==> config.mk <==
export PLATFORM = sky130hd
export DESIGN_NAME = pulpino_boot_ctrl
export DESIGN_NICKNAME = d
export VERILOG_FILES = /design/src/rtl/pulpino_boot_pkg.sv /design/src/rtl/sync_debounce.sv /design/src/rtl/pulpino_boot_ctrl.sv
export SDC_FILE = /design/constraint.sdc
export NUM_CORES = 1
export LEC_CHECK = 0
export CORE_ASPECT_RATIO = 1.75
export CORE_UTILIZATION = 55
export CTS_CLUSTER_SIZE = 14
export DETAILED_ROUTE_END_ITERATION = 10
export DONT_BUFFER_PORTS = 1
export GPL_TIMING_DRIVEN = 0
export MAX_ROUTING_LAYER = met4
export PLACE_DENSITY_LB_ADDON = 0.25
export SLEW_MARGIN = 20
export SYNTH_ARGS = -nofsm -noshare
export SYNTH_HDL_FRONTEND = slang
export SYNTH_SLANG_ARGS = --single-unit
export TNS_END_PERCENT = 100
==> constraint.sdc <==
create_clock -name CLOCK_50 -period 2.1 [get_ports CLOCK_50]
set_input_delay 0.42 -clock CLOCK_50 [delete_from_list [all_inputs] [get_ports CLOCK_50]]
set_output_delay 0.42 -clock CLOCK_50 [all_outputs]
set_load 0.01 [all_outputs]
==> src/rtl/pulpino_boot_pkg.sv <==
// Shared constants and types for the PULPino reset/boot sequencer.
package pulpino_boot_pkg;

    typedef logic [2:0] boot_state_t;

    localparam boot_state_t ST_HOLD    = 3'd0;
    localparam boot_state_t ST_RELEASE = 3'd1;
    localparam boot_state_t ST_RUN     = 3'd2;
    localparam boot_state_t ST_HALT    = 3'd3;

    localparam logic [1:0] CAUSE_POR  = 2'd0;
    localparam logic [1:0] CAUSE_BTN  = 2'd1;
    localparam logic [1:0] CAUSE_JTAG = 2'd2;

    localparam logic [7:0] COUNT_MAX = 8'hFF;

    typedef struct packed {
        logic jtag;
        logic btn;
    } reset_req_t;

    // One counter serves both timed phases, so it is sized for the longer one.
    function automatic int cnt_width(input int hold_cycles, input int fetch_cycles);
        int longest;
        longest = (hold_cycles > fetch_cycles) ? hold_cycles : fetch_cycles;
        return (longest < 2) ? 1 : $clog2(longest);
    endfunction

endpackage

==> src/rtl/sync_debounce.sv <==
// Two-flop synchronizer followed by a debounce counter: the output only
// follows the synchronized input after it has disagreed for DEBOUNCE_CYCLES edges.
module sync_debounce #(
    parameter int   DEBOUNCE_CYCLES = 250000,
    parameter logic RESET_VALUE     = 1'b1
) (
    input  logic clk,
    input  logic rst_n,
    input  logic raw,
    output logic level
);

    localparam int CW = (DEBOUNCE_CYCLES < 2) ? 1 : $clog2(DEBOUNCE_CYCLES);
    localparam logic [CW-1:0] LAST = CW'(DEBOUNCE_CYCLES - 1);

    logic [1:0]    sync;
    logic [CW-1:0] cnt;
    logic          stable;

    always_ff @(posedge clk or negedge rst_n) begin
        if (!rst_n) begin
            sync <= {2{RESET_VALUE}};
        end else begin
            sync <= {sync[0], raw};
        end
    end

    always_ff @(posedge clk or negedge rst_n) begin
        if (!rst_n) begin
            cnt    <= '0;
            stable <= RESET_VALUE;
        end else if (sync[1] == stable) begin
            cnt <= '0;
        end else if (cnt == LAST) begin
            stable <= sync[1];
            cnt    <= '0;
        end else begin
            cnt <= cnt + CW'(1);
        end
    end

    assign level = stable;

endmodule

==> src/rtl/pulpino_boot_ctrl.sv <==
// Reset and boot sequencer for PULPino: merges POR, button and JTAG resets and
// releases core reset, boot address and fetch enable in a fixed, timed order.
module pulpino_boot_ctrl
    import pulpino_boot_pkg::*;
#(
    parameter logic [31:0] BOOT_ADDR_DEFAULT  = 32'h0000_8000,
    parameter logic [31:0] BOOT_ADDR_ALT      = 32'h0000_0000,
    parameter int          DEBOUNCE_CYCLES    = 250000,
    parameter int          RESET_HOLD_CYCLES  = 16,
    parameter int          FETCH_DELAY_CYCLES = 8
) (
    input  logic        CLOCK_50,
    input  logic        reset_n,
    input  logic        key_rst_n_i,
    input  logic        jtag_reset_i,
    input  logic        halt_req_i,
    input  logic        boot_sel_i,
    output logic        core_rst_n_o,
    output logic        fetch_enable_o,
    output logic [31:0] boot_addr_o,
    output logic [2:0]  state_o,
    output logic [1:0]  reset_cause_o,
    output logic [7:0]  reset_count_o
);

    localparam int CNT_W = cnt_width(RESET_HOLD_CYCLES, FETCH_DELAY_CYCLES);
    localparam logic [CNT_W-1:0] HOLD_LAST  = CNT_W'(RESET_HOLD_CYCLES - 1);
    localparam logic [CNT_W-1:0] FETCH_LAST = CNT_W'(FETCH_DELAY_CYCLES - 1);

    logic [1:0]  jtag_sync;
    logic [1:0]  halt_sync;
    logic [1:0]  sel_sync;
    logic        key_level;
    reset_req_t  req;
    logic        por;
    logic        rq;

    boot_state_t      state;
    boot_state_t      state_nxt;
    logic [CNT_W-1:0] cnt;
    logic [CNT_W-1:0] cnt_nxt;
    logic             take_reset;
    logic             latch_boot;

    logic        core_rst_n;
    logic        fetch_en;
    logic [31:0] boot_addr;
    logic [1:0]  cause;
    logic [7:0]  count;

    always_ff @(posedge CLOCK_50 or negedge reset_n) begin
        if (!reset_n) begin
            jtag_sync <= 2'b00;
            halt_sync <= 2'b00;
            sel_sync  <= 2'b00;
        end else begin
            jtag_sync <= {jtag_sync[0], jtag_reset_i};
            halt_sync <= {halt_sync[0], halt_req_i};
            sel_sync  <= {sel_sync[0], boot_sel_i};
        end
    end

    sync_debounce #(
        .DEBOUNCE_CYCLES (DEBOUNCE_CYCLES),
        .RESET_VALUE     (1'b1)
    ) u_key_debounce (
        .clk   (CLOCK_50),
        .rst_n (reset_n),
        .raw   (key_rst_n_i),
        .level (key_level)
    );

    // por is high for the first edge only, so the hold window starts counting
    // once the request register carries a real sample of the synchronizers.
    always_ff @(posedge CLOCK_50 or negedge reset_n) begin
        if (!reset_n) begin
            req <= '0;
            por <= 1'b1;
        end else begin
            req.jtag <= jtag_sync[1];
            req.btn  <= ~key_level;
            por      <= 1'b0;
        end
    end

    assign rq = por | req.jtag | req.btn;

    always_comb begin
        state_nxt  = state;
        cnt_nxt    = cnt;
        take_reset = 1'b0;
        latch_boot = 1'b0;
        case (state)
            ST_HOLD: begin
                if (rq) begin
                    cnt_nxt = '0;
                end else if (cnt == HOLD_LAST) begin
                    state_nxt  = ST_RELEASE;
                    cnt_nxt    = '0;
                    latch_boot = 1'b1;
                end else begin
                    cnt_nxt = cnt + CNT_W'(1);
                end
            end
            ST_RELEASE: begin
                if (rq) begin
                    state_nxt  = ST_HOLD;
                    cnt_nxt    = '0;
                    take_reset = 1'b1;
                end else if (cnt == FETCH_LAST) begin
                    state_nxt = ST_RUN;
                    cnt_nxt   = '0;
                end else begin
                    cnt_nxt = cnt + CNT_W'(1);
                end
            end
            ST_RUN: begin
                if (rq) begin
                    state_nxt  = ST_HOLD;
                    cnt_nxt    = '0;
                    take_reset = 1'b1;
                end else if (halt_sync[1]) begin
                    state_nxt = ST_HALT;
                end
            end
            ST_HALT: begin
                if (rq) begin
                    state_nxt  = ST_HOLD;
                    cnt_nxt    = '0;
                    take_reset = 1'b1;
                end else if (!halt_sync[1]) begin
                    state_nxt = ST_RUN;
                end
            end
            default: begin
                state_nxt = ST_HOLD;
                cnt_nxt   = '0;
            end
        endcase
    end

    // Outputs are decoded from the next state so they switch on the same edge as the FSM.
    always_ff @(posedge CLOCK_50 or negedge reset_n) begin
        if (!reset_n) begin
            state      <= ST_HOLD;
            cnt        <= '0;
            core_rst_n <= 1'b0;
            fetch_en   <= 1'b0;
            boot_addr  <= BOOT_ADDR_DEFAULT;
            cause      <= CAUSE_POR;
            count      <= '0;
        end else begin
            state      <= state_nxt;
            cnt        <= cnt_nxt;
            core_rst_n <= (state_nxt != ST_HOLD);
            fetch_en   <= (state_nxt == ST_RUN);
            if (latch_boot) begin
                boot_addr <= sel_sync[1] ? BOOT_ADDR_ALT : BOOT_ADDR_DEFAULT;
            end
            if (take_reset) begin
                cause <= req.jtag ? CAUSE_JTAG : CAUSE_BTN;
                if (count != COUNT_MAX) begin
                    count <= count + 8'd1;
                end
            end
        end
    end

    assign core_rst_n_o   = core_rst_n;
    assign fetch_enable_o = fetch_en;
    assign boot_addr_o    = boot_addr;
    assign state_o        = state;
    assign reset_cause_o  = cause;
    assign reset_count_o  = count;

endmodule

==> flow_summary.ini, run 1 <==
[timing]
finalCritPeriodShare = 0.948
fmax_mhz = 502
hold_viol_final = 0
fin_skew_ps = 5.12
relSlewSlack = 0.575
worst_pin_slew_ps = 633
period_needed_ps = 1990
tns_ps = 0
slew_viol_final = 0
holdWs_ps = 115
grt_setup_unrepaired = false
setup_viol = 0

[synthesis]
postSynthAreaPerCell_sq_um = 11.1
yosysTopAreaCell = dfrtp_1
synth_most_common_cell = dfrtp_1
synth-edff-count = 0
ys_top_cells_by_count = dfrtp_1 (45), buf_4 (31), nor2_1 (25)
syn-cell-area_sq_mm = 0.00241
ys_async_sr_fraction = 1.00
synth-seq-cells = 50
synth_area_leaders = dfrtp_1 (47%), buf_4 (9.7%), xnor2_1 (6.5%), dfstp_2 (5.5%), nor2_1 (3.9%)
yosysWarnings = 0
netlist.area_leader.share = 0.468
synthFlopType = dfrtp_1
syn_inst = 217
ys_seq_area_frac = 0.522
synthDistinctLibCells = 39

[routing]
wl_mm = 3.87
viasPerCell = 5.13
firstDrtPassIters = 4
vias = 1594
drcViolationCount = 0
drt_iter0_markers = 21
antenna_left = 0
avgRoutedWirePerCell_um = 12.5

[clocking]
cts_tree = done
root_buffer = clkbuf_8
numCtsBuffers = 5
clk_path_buf_depth = 2
numClockSinks = 50
ctsHtreeMaxLevel = 2
clk_latency_ps = 300
clk_pin_slew_ps = 80
cts_resized = 0

[setup_path]
cp.required_ps = 2290
critPathTopFamily = flip-flops
slowest_delay_ps = 480
worst-path-buf-inv = 1
end_kind = register
cp_cell_sequence = ha_1 -> and4_1 -> a2111oi_4 -> buf_4 -> mux2_2
crit_fanout = 8
startpoint_type = register
slowest_stage = dfrtp_1
crit_type = register to register
worstPathArrival_ps = 2180

[grt]
grt_busiest_layer = met2
grt_max_degree = 51
grt_use_met2 = 0.354
grt_pass1_wl_mm = 6.15
grtUsageMet1 = 0.170
track_usage = 0.185
grt-ovfl-total = 0
grt_pass1_vias = 1472
antenna_found_initial = 0
use_met3 = 0.0306

[status]
outcome = finished clean

[cells_and_area]
multi_input_area_sq_um = 993
finalNetCount = 270
diodes = 0
seq_area_sq_mm = 0.00126
areaGrowthSynthToFinish_pct = 13.8
nFillCells = 334
drive_gt1_frac = 0.218

[floorplanning]
die_x_um = 52.0
ioPinCount = 53
dieArea_sq_mm = 0.00466
core_area_sq_mm = 0.00415
die_y_um = 89.5
rows = 31
start_util = 0.580

[pwr]
p_leak_nw = 1.30
vdd_drop_max_mv = 0.592
power_density_mw_per_mm2 = 609

[flow_run]
drv_cap = 0

[place]
io_buffers = 0
gp_congestion = 0.756
hpwlAfterDp_mm = 2.77

[hold_path]
hold_class = primary input to register
cells by family (layout without fill, tap and decap cells):
group	count (synthesis)	after routing	synth area share
and+or+nand+nor	80	80	0.173
DFF	50	50	0.522
buffers and inverters	40	53	0.115
xor gates and xnor gates	25	25	0.0910
AOI/OAI and AO/OA	11	11	0.0504
muxes	7	7	0.0312
adders and majority gates	3	3	0.0156
other	1	33	0.00156
worst register-to-register path, stage by stage, from the launching register on:
cell       delay [ps]
dfrtp_1           480
ha_1              270
and4_1            260
a2111oi_4         340
buf_4             210
mux2_2            330
cell type report:
class | count | area share
flip-flops and latches | 50 | 0.459
inverters | 6 | 0.00822
multi-input cells | 159 | 0.363
clock buffers | 7 | 0.0315
well taps | 49 | 0.0224
clock inverters | 1 | 0.00183
repair buffers | 5 | 0.0219
plain buffers | 34 | 0.0927
worst paths after layout:
path	depth (start not counted)	slack (ps)	end	from
max	5	110	reset_count_o[1]	reset_count_o[0]
min	0	120	u_key_debounce.sync[0]	key_rst_n_i
max reg2reg	5	110	reset_count_o[1]	reset_count_o[0]
min reg2reg	0	350	req[1]	jtag_sync[1]
max in group asynchronous	2	1190	u_key_debounce.sync[1]	reset_n
min in group asynchronous	2	640	u_key_debounce.cnt[12]	reset_n
flip-flops by register name, indices dropped and copies added, names as in the netlist, 2 cells and up:
signal               count
req                      2
u_key_debounce.sync      2
reset_count_o            8
sel_sync                 2
cnt                      4
state_o                  3
u_key_debounce.cnt      18
jtag_sync                2
halt_sync                2
reset_cause_o            2
report_power, final:
group	total (W)	switching (W)	internal (W)
Clock	0.000559	0.000293	0.000266
Sequential	0.000992	0.0000126	0.000980
Combinational	0.000117	0.0000621	0.0000552
metrics by stage:
step	cells	area (sq um)	power, W	utilization	worst slack [ps]
after global placement	298	2590	0.00110	0.624	40.4
after floorplan	249	2530	0.00109	-	233
after CTS	308	2720	0.00169	0.655	3.69
final	311	2740	0.00167	0.660	110
after global routing	311	2740	0.00175	0.660	23.7
after detailed placement	298	2590	0.00110	0.624	19.0
layer usage:
metal  part of all wire  up-vias
met5                  0        -
met4              0.021        0
met3              0.037        6
met2               0.57       41
met1               0.37      775
li1                   -      772
placed cells by master, fill, tap and decap left out, drive strengths merged, types with 8 or more instances in the layout:
cell	count
clkbuf	8
nand2	11
dfrtp	45
conb	33
nor4	10
nand4	9
nor2	25
buf	37
xnor2	18
nand3	9
timing repair:
item                       in CTS  in global routing
hold endpoints to repair       50                  0
setup buffers                   0                  3
hold buffers                    2                  0
setup endpoints to repair       0                 19
(Power assumes the default switching activity.)
==> run 2: changes to the inputs <==
--- a/config.mk
+++ b/config.mk
@@ -7,6 +7,7 @@
 export LEC_CHECK = 0
 export CORE_ASPECT_RATIO = 1.75
 export CORE_UTILIZATION = 55
+export CTS_BUF_LIST = sky130_fd_sc_hd__clkbuf_4
 export CTS_CLUSTER_SIZE = 14
 export DETAILED_ROUTE_END_ITERATION = 10
 export DONT_BUFFER_PORTS = 1
==> flow_summary.ini, run 2 (synthesis gave the netlist of run 1 again) <==
[status]
outcome = finished clean

[hold_path]
hold_class = primary input to register

[grt]
grt_pass1_vias = 1476
track_usage = 0.188
grt_pass1_wl_mm = 6.22
grt_max_degree = 51
antenna_found_initial = 0
grt-ovfl-total = 0

[cells_and_area]
regMostFlops = u_key_debounce.cnt
areaGrowthSynthToFinish_pct = 12.6
finalNetCount = 271
largest_reg_flops = 18
drive_gt1_frac = 0.221
nFillCells = 332
multi_input_area_sq_um = 993
final_core_util = 0.653
layout_common_cells = dfrtp_1 (45), buf_4 (35), conb_1 (33)
seq_area_sq_mm = 0.00126
diodes = 0
layout_commonest_cell = dfrtp_1

[timing]
hold_viol_final = 0
worst_pin_slew_ps = 633
tns_ps = 0
fin_skew_ps = 9.84
setup_viol = 0
period_needed_ps = 1990
finalCritPeriodShare = 0.949
setup_slack_ps = 108
slew_viol_final = 0
fmax_mhz = 502
grt_setup_unrepaired = false
relSlewSlack = 0.575

[routing]
drt_iter0_markers = 27
wl_mm = 3.90
vias = 1591
antenna_left = 0
drcViolationCount = 0
avgRoutedWirePerCell_um = 12.5
viasPerCell = 5.10
firstDrtPassIters = 4

[place]
gp_congestion = 0.756
io_buffers = 0
dp_slack_ps = 19.0
hpwlAfterDp_mm = 2.77

[setup_path]
slowest_delay_ps = 490
cp.required_ps = 2360
cp_cell_sequence = ha_1 -> and4_1 -> a2111oi_4 -> buf_4 -> mux2_2
end_kind = register
r2r_setup_slack_ps = 110
startpoint_type = register
worstPathArrival_ps = 2250
crit_type = register to register
slowest_stage = dfrtp_1
crit_fanout = 8

[clocking]
clk_pin_slew_ps = 130
cts_tree = done
numClockSinks = 50
ctsHtreeMaxLevel = 2
numCtsBuffers = 5
clk_latency_ps = 360
clk_path_buf_depth = 2
root_buffer = clkbuf_4

[floorplanning]
die_y_um = 89.5
rows = 31
core_area_sq_mm = 0.00415
start_util = 0.580
ioPinCount = 53
die_x_um = 52.0
dieArea_sq_mm = 0.00466

[pwr]
p_leak_nw = 1.29
vdd_drop_max_mv = 0.405
power_density_mw_per_mm2 = 566

[flow_run]
drv_cap = 0
[run 2: cell types whose count changed in the layout (fill, tap and decap cells not counted), sizes merged]
cell / delta
buf: +1
clkinv: +1
clkbuf: -1
[run 2: final timing paths]
check                                      start                     end  depth (start not counted)
worst max-delay path            reset_count_o[0]        reset_count_o[1]                          5
min in group asynchronous                reset_n        reset_count_o[3]                          2
worst max register to register  reset_count_o[0]        reset_count_o[1]                          5
max in group asynchronous                reset_n  u_key_debounce.sync[0]                          2
worst min register to register      jtag_sync[1]                  req[1]                          0
worst min-delay path                 key_rst_n_i  u_key_debounce.sync[0]                          0
[run 2: where the power goes]
part / switching [W] / internal, W
Sequential: 0.0000129 / 0.000981
Combinational: 0.0000623 / 0.0000552
Clock: 0.000285 / 0.000139
[run 2: layout make-up]
cell class                      count  area share
Buffer                             34      0.0937
Timing Repair Buffer                6      0.0249
Clock inverter                      2     0.00323
Clock buffer                        6      0.0166
Multi-Input combinational cell    159       0.367
Sequential cell                    50       0.464
Inverter                            6     0.00831
Tap cell                           49      0.0226
[run 2: per-stage QoR]
stage	area, sq um	hold slack, ps	instances	total power (W)
global placement	2590	125	298	0.00110
global route	2710	16.5	312	0.00161
floorplan	2530	124	249	0.00109
finish	2710	48.9	312	0.00154
CTS	2680	26.8	308	0.00155
detailed placement	2590	125	298	0.00110
[run 2: metal layers]
metal  up-vias  wire (um)  global-route usage
li1        774          -                   -
met1       771       1450               0.171
met2        38       2230               0.359
met3         8        141              0.0357
met4         0         80              0.0835
met5         -          0                   -
[run 2: critical path, delay by kind of cell (launching register included)]
kind | cells | cell delay (ps)
AOI/OAI and AO/OA | 1 | 340
adders and majority gates | 1 | 270
buffers and inverters | 1 | 200
DFF | 1 | 490
muxes | 1 | 330
and+or+nand+nor | 1 | 260
[run 2: what timing repair did]
action,in CTS,in global routing
resized for setup,0,0
endpoints found under the setup margin,8,17
hold buffers,2,0
setup buffers,0,4
endpoints found under the hold margin,50,0
pin swaps,1,2
cloned,0,0
==> run 3: changes to the inputs <==
--- a/config.mk
+++ b/config.mk
@@ -5,6 +5,7 @@
 export SDC_FILE = /design/constraint.sdc
 export NUM_CORES = 1
 export LEC_CHECK = 0
+export ABC_AREA = 1
 export CORE_ASPECT_RATIO = 1.75
 export CORE_UTILIZATION = 55
 export CTS_BUF_LIST = sky130_fd_sc_hd__clkbuf_4
@@ -14,8 +15,10 @@
 export GPL_TIMING_DRIVEN = 0
 export MAX_ROUTING_LAYER = met4
 export PLACE_DENSITY_LB_ADDON = 0.25
+export SKIP_CTS_REPAIR_TIMING = 1
 export SLEW_MARGIN = 20
 export SYNTH_ARGS = -nofsm -noshare
 export SYNTH_HDL_FRONTEND = slang
+export SYNTH_HIERARCHICAL = 1
 export SYNTH_SLANG_ARGS = --single-unit
 export TNS_END_PERCENT = 100
==> flow_summary.ini, run 3 <==
[status]
outcome = finished clean

[place]
gp_congestion = 0.849
io_buffers = 0
dp_slack_ps = 638
hpwlAfterDp_mm = 3.33

[cells_and_area]
layout_commonest_cell = nand2_1
areaGrowthSynthToFinish_pct = 11.7
drive_gt1_frac = 0.203
regMostFlops = u_key_debounce/cnt
layout_common_cells = nand2_1 (77), dfrtp_1 (45), nor2_1 (42)
largest_reg_flops = 18
diodes = 0
nFillCells = 448
finalNetCount = 377

[grt]
grt-ovfl-total = 0
grt_pass1_wl_mm = 7.41
track_usage = 0.205
antenna_found_initial = 0
grt_max_degree = 51
grt_pass1_vias = 1791

[synthesis]
synthFlopType = dfrtp_1
ys_top_cells_by_count = nand2_1 (77), dfrtp_1 (45), nor2_1 (42)
netlist.area_leader.share = 0.419
postSynthAreaPerCell_sq_um = 8.25
synth_area_leaders = dfrtp_1 (42%), nand2_1 (11%), buf_4 (8.7%), nor2_1 (5.9%), dfstp_2 (4.9%)
synth-edff-count = 0
syn-cell-area_sq_mm = 0.00269
synthDistinctLibCells = 30
yosysWarnings = 6
ys_seq_area_frac = 0.467
synth_most_common_cell = nand2_1
synth-seq-cells = 50
ys_async_sr_fraction = 1.00
syn_inst = 326
yosysTopAreaCell = dfrtp_1

[floorplanning]
dieArea_sq_mm = 0.00519
die_x_um = 54.9
die_y_um = 94.5
ioPinCount = 53
core_area_sq_mm = 0.00471
start_util = 0.572
rows = 33

[pwr]
comb_power_share = 0.070
p_leak_nw = 1.56
power_density_mw_per_mm2 = 561
seqPwrFrac = 0.588
p_int_w = 0.00129
vdd_drop_max_mv = 0.465
clkPwrFrac = 0.342
sw_frac_of_total = 0.237
p_sw_w = 0.000400

[setup_path]
r2r_setup_slack_ps = 640
crit_fanout = 9
end_kind = register
r2r-start = u_key_debounce/level
worstPathArrival_ps = 1720
r2r.worst_path.cells = 4
crit_type = register to register
startpoint_type = register
timing.rr.end = u_key_debounce/cnt[16]
cp.required_ps = 2360

[timing]
fmax_mhz = 685
fin_skew_ps = 14.1
setup_slack_ps = 640
finalCritPeriodShare = 0.695
period_needed_ps = 1460
grt_setup_unrepaired = false
setup_viol = 0
tns_ps = 0
hold_viol_final = 0
relSlewSlack = 0.564
slew_viol_final = 0
worst_pin_slew_ps = 650

[routing]
viasPerCell = 4.66
antenna_left = 0
wl_mm = 4.53
avgRoutedWirePerCell_um = 10.8
vias = 1963
firstDrtPassIters = 4
drcViolationCount = 0
drt_iter0_markers = 35

[clocking]
root_buffer = clkbuf_4
cts_tree = done
clk_pin_slew_ps = 160
clk_path_buf_depth = 2
numCtsBuffers = 5
numClockSinks = 50
ctsHtreeMaxLevel = 2
clk_latency_ps = 380

[hold_path]
min_from = boot_sel_i
hold_class = primary input to register
whs_path_depth = 0
min_to = sel_sync[0]

[flow_run]
drv_cap = 0
run 3: cell types whose count changed after synthesis, moves of 5 or more:
cell / delta
nand2_1: +66
inv_1: +26
nor2_1: +17
xnor2_1: -15
nand3_1: +14
nor4_1: -9
inv_2: +6
nand2_2: +6
nor2_2: +6
a21oi_1: +5
nand4_1: -5
run 3: logic make-up (layout without fill, tap and decap cells):
logic type,Yosys count,in the layout,synth area share
simple gates,174,174,0.305
buf+inv,70,81,0.141
flops,50,50,0.467
compound gates,16,16,0.0321
xor+xnor,12,12,0.0391
fa+ha+maj,3,3,0.0140
other cells,1,33,0.00139
run 3: final cells by class:
cell class / instances / area [sq um] / share of cell area
timing repair buffer: 3 / 47.5 / 0.0158
multi-input combinational: 238 / 1170 / 0.390
tap: 52 / 65.1 / 0.0217
clock buffer: 5 / 37.5 / 0.0125
inverter: 38 / 143 / 0.0475
buffer: 32 / 238 / 0.0791
clock inverter: 3 / 43.8 / 0.0146
sequential: 50 / 1260 / 0.419
run 3: routing by layer:
metal,part of all wire,global-route usage,vias up
li1,-,-,1027
met1,0.39,0.207,891
met2,0.55,0.354,40
met3,0.035,0.0403,5
met4,0.021,0.103,0
met5,0,-,-
run 3: power groups by stage:
stage / combinational, W / clock (W) / sequential, W
after floorplan: 0.0000845 / 0 / 0.00101
after global placement: 0.0000883 / 0 / 0.00101
after detailed placement: 0.0000889 / 0 / 0.00101
after CTS: 0.0000889 / 0.000597 / 0.000992
after global routing: 0.000136 / 0.000628 / 0.000994
final: 0.000118 / 0.000577 / 0.000991
run 3: metrics by stage:
stage	std cells	utilization	area [sq um]	total power, W	hold slack [ps]
5_1_grt	421	0.638	3000	0.00176	26.5
3_3_place_gp	410	0.611	2880	0.00110	125
4_1_cts	418	0.628	2960	0.00168	-309
6_report	421	0.638	3000	0.00169	59.7
3_5_place_dp	410	0.611	2880	0.00110	126
2_1_floorplan	358	-	2810	0.00109	124
run 3: how the worst max path moves through the flow:
stage | from | endpoint | slack (ps)
after floorplan | reset_count_o[1] | reset_count_o[7] | 800
after global placement | u_key_debounce/level | u_key_debounce/cnt[9] | 680
after detailed placement | u_key_debounce/level | u_key_debounce/cnt[12] | 640
after CTS | u_key_debounce/level | u_key_debounce/cnt[16] | 610
after global routing | u_key_debounce/level | u_key_debounce/cnt[16] | 460
final | u_key_debounce/level | u_key_debounce/cnt[16] | 640
run 3: critical path, cell delays in order (launching register included):
cell and delay, ps:
dfstp_2 410, xnor2_1 540, inv_1 120, nand2_2 200
a21oi_1 80
